## src/rtl/hazard_stall_ctrl_pkg.sv

```systemverilog
// Shared definitions for the hazard/stall controller:
// FSM encoding, RV32I opcodes and the control-output bundle.
package hazard_defs;

    typedef enum logic [1:0] {
        RUN      = 2'd0,
        LU_STALL = 2'd1,
        FLUSH    = 2'd2,
        MEM_WAIT = 2'd3
    } state_e;

    localparam logic [6:0] OP_R      = 7'b0110011;
    localparam logic [6:0] OP_STORE  = 7'b0100011;
    localparam logic [6:0] OP_BRANCH = 7'b1100011;
    localparam logic [6:0] OP_LOAD   = 7'b0000011;
    localparam logic [6:0] OP_SYSTEM = 7'b1110011;

    typedef struct packed {
        logic pc_wr;
        logic if_id_wr;
        logic if_id_flush;
        logic id_ex_flush;
        logic ex_mem_wr;
        logic mem_wb_wr;
        logic mem_err;
    } ctrl_t;

    localparam ctrl_t CTRL_RUN   = ctrl_t'(7'b1100110);
    localparam ctrl_t CTRL_STALL = ctrl_t'(7'b0001110);
    localparam ctrl_t CTRL_BR    = ctrl_t'(7'b1111110);
    localparam ctrl_t CTRL_FLUSH = ctrl_t'(7'b1110110);
    localparam ctrl_t CTRL_HOLD  = ctrl_t'(7'b0000000);
    localparam ctrl_t CTRL_ERR   = ctrl_t'(7'b0000001);
    localparam ctrl_t CTRL_RST   = ctrl_t'(7'b0011000);

    function automatic logic uses_rs2(input logic [6:0] op);
        logic r;
        case (op)
            OP_R, OP_STORE, OP_BRANCH: r = 1'b1;
            OP_LOAD, OP_SYSTEM:        r = 1'b0;
            default:                   r = 1'b0;
        endcase
        return r;
    endfunction

endpackage

```

## src/rtl/hazard_stall_ctrl_if.sv

```systemverilog
// Hazard-detect inputs and stage-control outputs between
// the datapath (master) and the stall controller (slave).
interface hazard_stall_ctrl_if;
    logic       ID_EX_mem_rd;
    logic [4:0] ID_EX_Rd;
    logic [4:0] IF_ID_Rs1;
    logic [4:0] IF_ID_Rs2;
    logic [6:0] IF_ID_Op;
    logic       branch_taken;
    logic       dmem_busy;
    logic       PC_wr;
    logic       IF_ID_wr;
    logic       IF_ID_flush;
    logic       ID_EX_flush;
    logic       EX_MEM_wr;
    logic       MEM_WB_wr;
    logic       mem_err;

    modport master (
        output ID_EX_mem_rd, ID_EX_Rd, IF_ID_Rs1, IF_ID_Rs2,
        output IF_ID_Op, branch_taken, dmem_busy,
        input  PC_wr, IF_ID_wr, IF_ID_flush, ID_EX_flush,
        input  EX_MEM_wr, MEM_WB_wr, mem_err
    );

    modport slave (
        input  ID_EX_mem_rd, ID_EX_Rd, IF_ID_Rs1, IF_ID_Rs2,
        input  IF_ID_Op, branch_taken, dmem_busy,
        output PC_wr, IF_ID_wr, IF_ID_flush, ID_EX_flush,
        output EX_MEM_wr, MEM_WB_wr, mem_err
    );
endinterface

```

## src/rtl/hazard_stall_ctrl_perf_cnt.sv

```systemverilog
// Free-running 32-bit stall-cycle and taken-branch counters,
// present only when HAZARD_PERF_CNT_EN is defined.
module hazard_perf_cnt (
    input  logic        clk,
    input  logic        rst,
    input  logic        stall_inc,
    input  logic        flush_inc,
    output logic [31:0] stall_cycles,
    output logic [31:0] flush_count
);
    logic [31:0] stall_q, stall_d;
    logic [31:0] flush_q, flush_d;

    always_comb begin
        stall_d = stall_q + {31'd0, stall_inc};
        flush_d = flush_q + {31'd0, flush_inc};
    end

    always_ff @(posedge clk) begin
        if (rst) begin
            stall_q <= '0;
            flush_q <= '0;
        end else begin
            stall_q <= stall_d;
            flush_q <= flush_d;
        end
    end

    assign stall_cycles = stall_q;
    assign flush_count  = flush_q;
endmodule

```

## src/rtl/hazard_stall_ctrl.sv

```systemverilog
// Load-use / branch-flush / dmem-wait sequencer for the 5-stage core.
// Define HAZARD_PERF_CNT_EN to add stall_cycles and flush_count outputs.
module hazard_stall_ctrl
    import hazard_defs::*;
#(
    parameter int LU_BUBBLES   = 1,
    parameter int FLUSH_CYCLES = 1,
    parameter int MEM_TIMEOUT  = 255
) (
    input  logic clk,
    input  logic rst,
    hazard_stall_ctrl_if.slave hz
`ifdef HAZARD_PERF_CNT_EN
    ,
    output logic [31:0] stall_cycles,
    output logic [31:0] flush_count
`endif
);
    localparam logic [7:0] TMO   = 8'(MEM_TIMEOUT);
    localparam logic [1:0] LU_N  = 2'(LU_BUBBLES - 1);
    localparam logic [1:0] FL_N  = 2'(FLUSH_CYCLES);

    state_e     state_q, state_d;
    state_e     ret_q, ret_d;
    state_e     cur;
    logic [1:0] cnt_q, cnt_d;
    logic [7:0] wait_cnt_q, wait_cnt_d;
    ctrl_t      ctrl;
    logic       lu;
    logic       rs1_hit, rs2_hit;

    assign rs1_hit = hz.ID_EX_Rd == hz.IF_ID_Rs1;
    assign rs2_hit = (hz.ID_EX_Rd == hz.IF_ID_Rs2) && uses_rs2(hz.IF_ID_Op);
    assign lu = hz.ID_EX_mem_rd && (hz.ID_EX_Rd != 5'd0) && (rs1_hit || rs2_hit);

    // Memory ready in MEM_WAIT: act this very cycle as the state we left.
    assign cur = (state_q == MEM_WAIT && !hz.dmem_busy) ? ret_q : state_q;

    always_comb begin
        state_d    = cur;
        ret_d      = ret_q;
        cnt_d      = cnt_q;
        wait_cnt_d = wait_cnt_q;
        ctrl       = CTRL_RUN;
        if (state_q == MEM_WAIT && hz.dmem_busy) begin
            ctrl = CTRL_HOLD;
            if (wait_cnt_q == TMO) begin
                ctrl    = CTRL_ERR;
                state_d = RUN;
                cnt_d   = '0;
            end else if (wait_cnt_q != 8'hFF) begin
                wait_cnt_d = wait_cnt_q + 8'd1;
            end
        end else if (hz.dmem_busy) begin
            ctrl       = CTRL_HOLD;
            ret_d      = cur;
            wait_cnt_d = 8'd1;
            state_d    = MEM_WAIT;
        end else if (hz.branch_taken) begin
            ctrl = CTRL_BR;
            if (FLUSH_CYCLES == 0) begin
                state_d = RUN;
            end else begin
                state_d = FLUSH;
                cnt_d   = FL_N;
            end
        end else if (cur == LU_STALL) begin
            ctrl = CTRL_STALL;
            if (cnt_q == 2'd1) state_d = RUN;
            else cnt_d = cnt_q - 2'd1;
        end else if (cur == FLUSH) begin
            ctrl = CTRL_FLUSH;
            if (cnt_q == 2'd1) state_d = RUN;
            else cnt_d = cnt_q - 2'd1;
        end else if (lu) begin
            ctrl = CTRL_STALL;
            if (LU_BUBBLES > 1) begin
                state_d = LU_STALL;
                cnt_d   = LU_N;
            end
        end
        if (rst) ctrl = CTRL_RST;
    end

    always_ff @(posedge clk) begin
        if (rst) begin
            state_q    <= RUN;
            ret_q      <= RUN;
            cnt_q      <= '0;
            wait_cnt_q <= '0;
        end else begin
            state_q    <= state_d;
            ret_q      <= ret_d;
            cnt_q      <= cnt_d;
            wait_cnt_q <= wait_cnt_d;
        end
    end

    assign hz.PC_wr       = ctrl.pc_wr;
    assign hz.IF_ID_wr    = ctrl.if_id_wr;
    assign hz.IF_ID_flush = ctrl.if_id_flush;
    assign hz.ID_EX_flush = ctrl.id_ex_flush;
    assign hz.EX_MEM_wr   = ctrl.ex_mem_wr;
    assign hz.MEM_WB_wr   = ctrl.mem_wb_wr;
    assign hz.mem_err     = ctrl.mem_err;

`ifdef HAZARD_PERF_CNT_EN
    logic br_acc;
    assign br_acc = !rst && !hz.dmem_busy && hz.branch_taken;

    hazard_perf_cnt u_perf (
        .clk          (clk),
        .rst          (rst),
        .stall_inc    (!ctrl.pc_wr),
        .flush_inc    (br_acc),
        .stall_cycles (stall_cycles),
        .flush_count  (flush_count)
    );
`endif
endmodule

```

## src/flat_wrapper.sv

```systemverilog
// flat-port wrapper written by rule: the top's interface ports become plain ports
module hazard_stall_ctrl_flat import hazard_defs::*;
#(
    parameter int LU_BUBBLES   = 1,
    parameter int FLUSH_CYCLES = 1,
    parameter int MEM_TIMEOUT  = 255
)
  (clk, rst, hz_ID_EX_mem_rd, hz_ID_EX_Rd, hz_IF_ID_Rs1, hz_IF_ID_Rs2, hz_IF_ID_Op, hz_branch_taken, hz_dmem_busy, hz_PC_wr, hz_IF_ID_wr, hz_IF_ID_flush, hz_ID_EX_flush, hz_EX_MEM_wr, hz_MEM_WB_wr, hz_mem_err);
  hazard_stall_ctrl_if hz_i ();
  input  logic clk;
  input  logic rst;
  input wire logic [$bits(hz_i.ID_EX_mem_rd)-1:0] hz_ID_EX_mem_rd;
  input wire logic [$bits(hz_i.ID_EX_Rd)-1:0] hz_ID_EX_Rd;
  input wire logic [$bits(hz_i.IF_ID_Rs1)-1:0] hz_IF_ID_Rs1;
  input wire logic [$bits(hz_i.IF_ID_Rs2)-1:0] hz_IF_ID_Rs2;
  input wire logic [$bits(hz_i.IF_ID_Op)-1:0] hz_IF_ID_Op;
  input wire logic [$bits(hz_i.branch_taken)-1:0] hz_branch_taken;
  input wire logic [$bits(hz_i.dmem_busy)-1:0] hz_dmem_busy;
  output wire logic [$bits(hz_i.PC_wr)-1:0] hz_PC_wr;
  output wire logic [$bits(hz_i.IF_ID_wr)-1:0] hz_IF_ID_wr;
  output wire logic [$bits(hz_i.IF_ID_flush)-1:0] hz_IF_ID_flush;
  output wire logic [$bits(hz_i.ID_EX_flush)-1:0] hz_ID_EX_flush;
  output wire logic [$bits(hz_i.EX_MEM_wr)-1:0] hz_EX_MEM_wr;
  output wire logic [$bits(hz_i.MEM_WB_wr)-1:0] hz_MEM_WB_wr;
  output wire logic [$bits(hz_i.mem_err)-1:0] hz_mem_err;
  assign hz_i.ID_EX_mem_rd = hz_ID_EX_mem_rd;
  assign hz_i.ID_EX_Rd = hz_ID_EX_Rd;
  assign hz_i.IF_ID_Rs1 = hz_IF_ID_Rs1;
  assign hz_i.IF_ID_Rs2 = hz_IF_ID_Rs2;
  assign hz_i.IF_ID_Op = hz_IF_ID_Op;
  assign hz_i.branch_taken = hz_branch_taken;
  assign hz_i.dmem_busy = hz_dmem_busy;
  assign hz_PC_wr = hz_i.PC_wr;
  assign hz_IF_ID_wr = hz_i.IF_ID_wr;
  assign hz_IF_ID_flush = hz_i.IF_ID_flush;
  assign hz_ID_EX_flush = hz_i.ID_EX_flush;
  assign hz_EX_MEM_wr = hz_i.EX_MEM_wr;
  assign hz_MEM_WB_wr = hz_i.MEM_WB_wr;
  assign hz_mem_err = hz_i.mem_err;
  hazard_stall_ctrl #(.LU_BUBBLES(LU_BUBBLES), .FLUSH_CYCLES(FLUSH_CYCLES), .MEM_TIMEOUT(MEM_TIMEOUT)) u_core (.clk(clk), .rst(rst), .hz(hz_i));
endmodule
```

## config.mk

```make
export PLATFORM = sky130hd
export DESIGN_NAME = hazard_stall_ctrl_flat
export DESIGN_NICKNAME = d
export VERILOG_FILES = /design/src/rtl/hazard_stall_ctrl_pkg.sv /design/src/rtl/hazard_stall_ctrl_if.sv /design/src/rtl/hazard_stall_ctrl_perf_cnt.sv /design/src/rtl/hazard_stall_ctrl.sv /design/src/flat_wrapper.sv
export SDC_FILE = /design/constraint.sdc
export NUM_CORES = 1
export LEC_CHECK = 0
export BUFFER_PORTS_ARGS = -buffer_cell sky130_fd_sc_hd__buf_2
export CORE_MARGIN = 2
export CORE_UTILIZATION = 53
export CTS_CLUSTER_SIZE = 25
export DETAILED_ROUTE_END_ITERATION = 10
export GPL_TIMING_DRIVEN = 0
export PLACE_DENSITY = 0.81
export SLEW_MARGIN = 20
export SYNTH_ARGS = -nofsm -noshare
export SYNTH_HDL_FRONTEND = slang
export SYNTH_HIERARCHICAL = 1
export SYNTH_SLANG_ARGS = --single-unit
```

## constraint.sdc

```tcl
create_clock -name clk -period 4.06 [get_ports clk]
set_input_delay 0.203 -clock clk [delete_from_list [all_inputs] [get_ports clk]]
set_output_delay 0.203 -clock clk [all_outputs]
set_load 0.01 [all_outputs]
```

; ---- Word-level counts from Yosys, hierarchy flattened
; Cells that the tools add are included.
[totals]
regBits = 14
inputBits = 27
output_inout_bits = 7
elab_cells = 64
[classes]
addsub = 2
eq_ne = 15
n_mux = 28
bitwise = 1
reduce_logical = 14
[ops]
columns = operator, count
row1 = 7-bit two-way mux, 7
row2 = 8-bit two-way mux, 4
row3 = 2-bit two-way mux, 15
row4 = "7-bit by 6-bit equality test with 1-bit output, second input constant", 2
row5 = 5-bit equality test, 2
row6 = "8-bit by 1-bit adder with 8-bit output, second input constant", 1
row7 = "8-bit equality test, second input constant", 1
row8 = "8-bit inequality test, second input constant", 1
row9 = "7-bit equality test, second input constant", 1
row10 = "2-bit inequality test, second input constant", 3
row11 = 3-bit AND reduction, 2
row12 = 1-bit logical AND, 5
row13 = 5-bit nonzero test, 1
row14 = "2-bit by 1-bit equality test with 1-bit output, second input constant", 2
row15 = "2-bit equality test, second input constant", 2
row16 = 4-bit nonzero test, 1
row17 = 3-bit OR reduction, 1
row18 = 1-bit two-way mux, 2
row19 = "2-bit by 1-bit inequality test with 1-bit output, second input constant", 1
row20 = 2-bit AND reduction, 1
row21 = 2-bit nonzero test, 1
row22 = "2-bit by 1-bit subtractor with 2-bit output, second input constant", 1
row23 = 1-bit zero test, 1
row24 = 1-bit logical OR, 1
row25 = 1-bit inverter, 1

; ---- Logic depth before layout (Yosys ltp)
; Gate-level depths: netlist (run 1).
[depth]
ltp_word = 13
mapped_depth = 8
depth_no_buf = 8

; ---- Worst setup path before layout (run 1)
; OpenSTA, ideal clock, no wires.
[synth_timing]
path_kind = reg2reg
startpoint = register u_core.state_q[1]
endpoint = register u_core.cnt_q[1]
setup_time_ns = 0.063
arrival_ns = 1.821
t_required_ns = 3.997
path_slack_ns = 2.176
stages_incl_launch_ff = 9
n_path_buf = 0
synth_period_minus_slack_ns = 1.884
cell_sequence = dfxtp_1 -> inv_1 -> o31a_1 -> inv_1 -> ha_1 -> o21ai_0 -> nand3_4 -> mux2_4 -> nor2_2
[synth_between]
elab_chain_cells = 8
elab_cells_between_ends = 14
classes_between = eq/ne (5) / mux (5) / reduce/logical (4)
[synth_lines]
columns = element, line
row1 = from (decl), hazard_stall_ctrl.sv:23  ; state_e state_q, state_d;
row2 = from (signal assigned), hazard_stall_ctrl.sv:92  ; state_q <= state_d;
row3 = 2-bit equality test (*), hazard_stall_ctrl.sv:37  ; assign cur = (state_q == MEM_WAIT && !hz.dmem_busy) ? ret_q : state_q;
row4 = 1-bit logical AND (*), hazard_stall_ctrl.sv:37
row5 = 2-bit two-way mux (*), hazard_stall_ctrl.sv:37
row6 = net u_core.cur[0], hazard_stall_ctrl.sv:25  ; state_e cur;
row7 = 2-bit by 1-bit equality test with 1-bit output, hazard_stall_ctrl.sv:67  ; end else if (cur == LU_STALL) begin
row8 = 2-bit two-way mux, hazard_stall_ctrl.sv:67
row9 = 2-bit two-way mux, hazard_stall_ctrl.sv:59  ; end else if (hz.branch_taken) begin
row10 = 2-bit two-way mux, hazard_stall_ctrl.sv:54  ; end else if (hz.dmem_busy) begin
row11 = 2-bit two-way mux, hazard_stall_ctrl.sv:45  ; if (state_q == MEM_WAIT && hz.dmem_busy) begin
row12 = to (signal assigned), hazard_stall_ctrl.sv:94  ; cnt_q <= cnt_d;
row13 = to (decl), hazard_stall_ctrl.sv:26  ; logic [1:0] cnt_q, cnt_d;
; Mark *: on every way through the listed nets, which the timed path passes. The rest lies on a longest branch. The select of a mux whose other input is x is not followed.
; A chain may end at the register's enable or synchronous reset.

; ---- Worst setup path in the final report (run 1)
[layout_timing]
startpoint = register u_core.state_q[0]
endpoint = output port hz_PC_wr
[layout_between]
elab_chain_cells = 10
elab_cells_between_ends = 12
classes_between = eq/ne (3) / mux (7) / reduce/logical (2)
[layout_lines]
columns = element, line
row1 = 2-bit equality test (*), hazard_stall_ctrl.sv:37
row2 = 1-bit logical AND (*), hazard_stall_ctrl.sv:37
row3 = 2-bit two-way mux (*), hazard_stall_ctrl.sv:37
row4 = net u_core.cur[1], hazard_stall_ctrl.sv:25
row5 = 2-bit equality test, hazard_stall_ctrl.sv:71  ; end else if (cur == FLUSH) begin
row6 = 7-bit two-way mux, hazard_stall_ctrl.sv:71
row7 = 7-bit two-way mux (*), hazard_stall_ctrl.sv:67
row8 = 7-bit two-way mux (*), hazard_stall_ctrl.sv:59
row9 = 7-bit two-way mux (*), hazard_stall_ctrl.sv:54
row10 = 7-bit two-way mux (*), hazard_stall_ctrl.sv:45
row11 = 7-bit two-way mux (*), hazard_stall_ctrl.sv:82  ; if (rst) ctrl = CTRL_RST;
row12 = to (decl), flat_wrapper.sv:19  ; output wire logic [$bits(hz_i.PC_wr)-1:0] hz_PC_wr;
; Mark *: on every way through the listed nets, which the timed path passes. The rest lies on a longest branch.

==> out/results.ini, run 1 <==
[clocking]
tritoncts.num_buffers=3
cts_hold_repair.buffers=0
htree_levels=1
postcts_resize_cnt=0
cts_max_path_buffers=2
post_cts_setup_buffer_count=0
tritoncts_clock_tree=built
clkSinkCount=14
cts_root_buffer=sky130_fd_sc_hd__clkbuf_4
cts.reportedPaths.clkPinSlew_ps=80
clkLatencyLatePin_ps=280

[place]
dp.cells=183
detailedPlacementHpwl_mm=1.842
routabilityCongestion=0.8342
dpl_cell_area_sq_um=1206
dpl_worst_slack_ps=1915
io_buffer_count=32

[power]
power.clock.fraction_pct=30.4
power.leakage_nw=0.5381
power.switching_fraction_pct=28.47
power.ir.vdd_worst_uv=265.0
comb_power_share_pct=24.5
total_power_mw=0.3300
internal_power_consumption_mw=0.2360
power-per-cell-area_nw_per_um2=265.6
power.switching_mw=0.09396
share_seq_of_total_power_pct=45.1

[flow_run]
max-cap-violations=0

[worst_setup_path]
rr_worst_depth=8
cp_data_arrival_time_ps=2100
critical_path_sink_type=primary output
worst-setup-path-type=reg -> out
r2r-end=u_core/cnt_q[1]
worst-endpoint-required_ps=3860
maximum_net_fanout_on_the_critical_path=7
critPathLaunchType=register
reg2reg_setup_slack_ps=1980
startpoint_of_the_worst_register_to_register_path=u_core/state_q[1]

[grt]
grt_overflow_total=0
global_route_wire_length_before_repair_mm=3.677
number_of_global_route_vias_before_repair=939
initial_antenna_violation_count=0
grt_start_max_net_pins=11
track_usage_pct=23.08

[drt]
antenna_left=0
drc=0
routed_wl_mm=2.275
routed_wire_length_per_instance_um=12.17
drt-pass1-iter-count=4
route.top_layer_used=met4
route.detailed.vias_per_inst=5.396
dr_wl_met3_um=120
sum_of_routed_wire_segments_on_met1_um=946
dr_wl_met2_mm=1.193
first_drt_iteration_drcs=37
vias=1009

[timing]
max_slew_margin_pct=68.46
final_sum_of_negative_setup_slack_ps=0
drv_slew=0
worst_clk_skew_ps=6.827
layout_min_cycle_time_ps=2303
finalWorstSetupSlack_ps=1757
grt_setup_unrepaired=false
fin_hold_ws_ps=318.8
finalSetupViolations=0
achievable-frequency_mhz=434.1
tightestPinTransition_ps=473.0
min_period_over_period_pct=56.73
timing_hold_violations_final=0

[finish]
n_fill_cell=166
final_core_density_pct=70.43
flow.area_growth_from_synthesis_pct=22.44
layout.cells.most_common=sky130_fd_sc_hd__buf_2
antennaDiodeCount=0
area_of_all_placed_cells_without_fillers_sq_um=1242
layout-drive-gt1-share_pct=27.78
final_nets=195
mostFrequentLayoutCells=sky130_fd_sc_hd__buf_2, sky130_fd_sc_hd__nor2_1, sky130_fd_sc_hd__dfxtp_1
final-instance-count-excl-fill=187

[die]
fp.coreArea_sq_um=1764
dieWidth_um=47.76
die_area_sq_um=2281
floorplan.rows=15
fp.dieH_um=47.76
starting_utilization_of_the_core_area_pct=57.52
io-pin-count=34

[yosys]
synth_nets=158
post_synth_instance_area_sq_um=1015
asyncSetResetFlopFracSynth_pct=0
edff_count_synth=0
synth.ff_latch_count=14
synth_seq_area_share_pct=27.62
yosysWarningCount=6
synth_cells=126
synthDistinctLibCells=35
ys.flop_type=sky130_fd_sc_hd__dfxtp_1
syn_avg_cell_area_sq_um=8.053

[hold_path]
timing.hold.worst.start=hz_dmem_busy
worst_hold_path_type=in -> reg
holdPathStages=3
min_delay_worst_endpoint=u_core/state_q[0]

[run_status]
outcome=completed

==> per-layer routing <==
layer	vias up	GRT usage (%)
li1	516	-
met1	465	24.37
met2	26	44.00
met3	2	5.283
met4	0	8.108
met5	-	0
==> cells in the mapped netlist (3+ instances only) <==
cell type	instances	area, sq um
sky130_fd_sc_hd__nand2_1	7	26.28
sky130_fd_sc_hd__xor2_1	10	87.58
sky130_fd_sc_hd__o21ai_0	7	35.03
sky130_fd_sc_hd__clkbuf_1	3	11.26
sky130_fd_sc_hd__a21oi_1	6	30.03
sky130_fd_sc_hd__nand3_1	9	45.04
sky130_fd_sc_hd__ha_1	5	62.56
sky130_fd_sc_hd__nor3_1	7	35.03
sky130_fd_sc_hd__inv_1	7	26.28
sky130_fd_sc_hd__xnor2_1	4	35.03
sky130_fd_sc_hd__dfxtp_1	14	280.3
sky130_fd_sc_hd__nor2_1	15	56.30
sky130_fd_sc_hd__a31oi_1	3	18.77
==> layout make-up <==
cell class	count	area (sq um)	area share, %
Sequential cell	14	280.3	22.56
Multi-Input combinational cell	100	681.9	54.88
Timing Repair Buffer	32	160.2	12.89
Buffer	5	26.28	2.115
Tap cell	25	31.28	2.518
Clock buffer	4	36.28	2.920
Inverter	7	26.28	2.115
==> kinds of logic after synthesis <==
kind of cell	synth area share (%)
flops	27.62
buf+inv	5.179
simple gates	28.61
compound gates	17.88
mux	2.466
fa+ha+maj	6.165
xor+xnor	12.08
==> power by group through the flow <==
| stage | clock network [mW] | registers [mW] | logic, mW |
|---|---|---|---|
| 6_report | 0.100 | 0.149 | 0.0810 |
| 3_3_place_gp | 0 | 0.152 | 0.0776 |
| 3_5_place_dp | 0 | 0.152 | 0.0806 |
| 2_1_floorplan | 0 | 0.151 | 0.0524 |
| 5_1_grt | 0.110 | 0.150 | 0.0907 |
| 4_1_cts | 0.104 | 0.149 | 0.0810 |
==> worst max-delay path: stages, from the launching register on <==
cell,delay [ps]
sky130_fd_sc_hd__dfxtp_1,450
sky130_fd_sc_hd__inv_1,120
sky130_fd_sc_hd__o31a_1,340
sky130_fd_sc_hd__ha_1,220
sky130_fd_sc_hd__nor3b_1,280
sky130_fd_sc_hd__a31oi_1,140
sky130_fd_sc_hd__buf_4,140
sky130_fd_sc_hd__buf_2,130
==> worst max path at each step <==
stage	startpoint	to	slack, ps	depth (start not counted)
final	u_core/state_q[0]	hz_PC_wr	1760	7
after global routing	u_core/state_q[0]	hz_ID_EX_flush	1580	7
after CTS	u_core/state_q[0]	hz_PC_wr	1780	7
after detailed placement	hz_dmem_busy	u_core/cnt_q[1]	1920	9
after global placement	hz_dmem_busy	u_core/cnt_q[1]	1920	9
after floorplan	u_core/state_q[1]	u_core/cnt_q[1]	2180	8
==> registers in the layout, summed over array words and instances, names as in the netlist <==
signal             flops
u_core/cnt_q           2
u_core/ret_q           2
u_core/state_q         2
u_core/wait_cnt_q      8
(Power assumes the default switching activity.)
==> run 2: changes to the inputs <==
--- a/config.mk
+++ b/config.mk
@@ -7,11 +7,11 @@
 export LEC_CHECK = 0
 export BUFFER_PORTS_ARGS = -buffer_cell sky130_fd_sc_hd__buf_2
 export CORE_MARGIN = 2
-export CORE_UTILIZATION = 53
+export CORE_UTILIZATION = 44
 export CTS_CLUSTER_SIZE = 25
 export DETAILED_ROUTE_END_ITERATION = 10
 export GPL_TIMING_DRIVEN = 0
-export PLACE_DENSITY = 0.81
+export PLACE_DENSITY = 0.72
 export SLEW_MARGIN = 20
 export SYNTH_ARGS = -nofsm -noshare
 export SYNTH_HDL_FRONTEND = slang
==> constraint.sdc (replaced) <==
create_clock -name clk -period 1.9 [get_ports clk]
set_input_delay 0.095 -clock clk [delete_from_list [all_inputs] [get_ports clk]]
set_output_delay 0.095 -clock clk [all_outputs]
set_load 0.01 [all_outputs]
==> run 2 against run 1 <==
  * The run now ends with setup timing left
  * Sequential share of layout area decreased by 1.2 points
  * Worst hold slack got worse by 120 ps
  * Count of clock-buffer cells in the layout decreased by 1
  * Sequential power increased by 110%
  * First-iteration DRC count decreased by 51%
  * Flip-flop and latch count unchanged
  * Critical path type unchanged
  * Largest cell class unchanged
  * Largest power group unchanged
==> out/results.ini, run 2 (synthesis gave the netlist of run 1 again) <==
[run_status]
outcome=finished with violations
failed_checks=setup timing

[finish]
n_fill_cell=191
largest-register=u_core/wait_cnt_q
layout.cells.most_common=sky130_fd_sc_hd__buf_2
layout-drive-gt1-share_pct=36.31
area_of_all_placed_cells_without_fillers_sq_um=1350
final_nets=202
mostFrequentLayoutCells=sky130_fd_sc_hd__buf_2, sky130_fd_sc_hd__nor2_1, sky130_fd_sc_hd__dfxtp_1
flow.area_growth_from_synthesis_pct=33.05
flip_flop_count_of_the_largest_register_after_layout=8
antennaDiodeCount=0

[die]
io-pin-count=34
die_area_sq_um=2706
fp.dieH_um=52.02
dieWidth_um=52.02
starting_utilization_of_the_core_area_pct=46.32
fp.coreArea_sq_um=2191
floorplan.rows=17

[drt]
drc=0
first_drt_iteration_drcs=18
route.detailed.vias_per_inst=5.403
drt-pass1-iter-count=4
routed_wire_length_per_instance_um=13.53
routed_wl_mm=2.652
antenna_left=0
vias=1059

[grt]
number_of_global_route_vias_before_repair=1063
track_usage_pct=22.21
initial_antenna_violation_count=0
groute.layer.met3.usage_pct=7.184
grt_start_max_net_pins=11
grt_overflow_total=0
grt-busiest-layer=met2
groute.layer.met2.usage_pct=39.66
global_route_wire_length_before_repair_mm=4.512
globalRouteMet1Util_pct=24.42

[timing]
final_sum_of_negative_setup_slack_ps=-71.70
grt_setup_unrepaired=true
finalWorstSetupSlack_ps=-41.94
timing_hold_violations_final=0
finalSetupViolations=2
worst_clk_skew_ps=2.062
tightestPinTransition_ps=476.0
drv_slew=0
fin_hold_ws_ps=200.2
max_slew_margin_pct=68.27
min_period_over_period_pct=102.2
layout_min_cycle_time_ps=1942
achievable-frequency_mhz=515.0

[worst_setup_path]
critical_path.top_delay_family=compound AO/OA/AOI/OAI gates
worst-setup-path-type=reg -> out
critPathLaunchType=register
path_buf_inv=3
critical_path_sink_type=primary output
worst-endpoint-required_ps=1800
ordered_list_of_cells_on_the_worst_path=buf_6, o31a_1, inv_1, ha_4, o41ai_2, a31oi_1, buf_2
critical_path.slowest_cell=sky130_fd_sc_hd__dfxtp_4
maximum_net_fanout_on_the_critical_path=6
worst_path_largest_cell_delay_ps=360
cp_data_arrival_time_ps=1850

[power]
power.leakage_nw=0.5773
total_power_mw=0.7008
power.ir.vdd_worst_uv=437.1
power-per-cell-area_nw_per_um2=519.1

[clocking]
cts_root_buffer=sky130_fd_sc_hd__clkbuf_4
clkLatencyLatePin_ps=280
tritoncts_clock_tree=built
clkSinkCount=14
cts.reportedPaths.clkPinSlew_ps=80
htree_levels=1
cts_max_path_buffers=2
cts_hold_repair.buffers=0
tritoncts.num_buffers=3

[place]
io_buffer_count=32
routabilityCongestion=0.7801
dpl_cell_area_sq_um=1210
detailedPlacementHpwl_mm=1.860

[flow_run]
max-cap-violations=0

[hold_path]
worst_hold_path_type=in -> reg

==> run 2: report_power, final <==
part | leakage, nW | switching [mW] | internal (mW)
combinational | 0.448 | 0.111 | 0.108
sequential | 0.115 | 0.00968 | 0.306
clock | 0.0138 | 0.0927 | 0.0736
total | 0.577 | 0.213 | 0.488
==> run 2: layout make-up <==
cell class              instances  area [sq um]  area share, %
well taps                      28         35.03          2.595
clock buffers                   3         22.52          1.668
repair buffers                 40         227.7          16.87
multi-input cells             100         729.5          54.03
plain buffers                   4         18.77          1.390
inverters                       7         28.78          2.132
flip-flops and latches         14         287.8          21.32
==> run 2: what timing repair did <==
action | CTS | global route
setup buffers | 5 | 3
resized for setup | 12 | 7
endpoints found under the setup margin | 6 | 6
pin swaps | 6 | 5
==> run 2: worst reg2reg max path: stages, from the launching register on <==
cell and delay [ps]:
sky130_fd_sc_hd__dfxtp_4 370, sky130_fd_sc_hd__inv_4 30, sky130_fd_sc_hd__o31a_1 370, sky130_fd_sc_hd__inv_1 130, sky130_fd_sc_hd__ha_4 160, sky130_fd_sc_hd__buf_4 110, sky130_fd_sc_hd__o21ai_0 80, sky130_fd_sc_hd__a211o_1 320
sky130_fd_sc_hd__a21oi_1 190, sky130_fd_sc_hd__nor2_1 60
==> run 2: routing by layer <==
layer,share of wire (%),up-vias
li1,-,528
met1,42,507
met2,53,17
met3,3.0,7
met4,1.5,0
met5,0,-
==> run 2: worst paths after layout <==
kind | slack [ps] | cells after the start | from | end
worst max-delay path | -40 | 7 | u_core/state_q[1] | hz_ID_EX_flush
worst min-delay path | 200 | 3 | hz_dmem_busy | u_core/state_q[0]
worst max register to register | -30 | 9 | u_core/state_q[0] | u_core/state_q[1]
worst min register to register | 500 | 2 | u_core/ret_q[1] | u_core/ret_q[1]
==> run 2: metrics by stage <==
stage	util (%)	setup WS, ps	cells
CTS	59.39	0.1298	193
floorplan	-	15.83	126
finish	61.62	-41.94	196
detailed placement	55.23	-144.7	186
global placement	55.23	-150.7	186
global route	61.62	-164.4	196
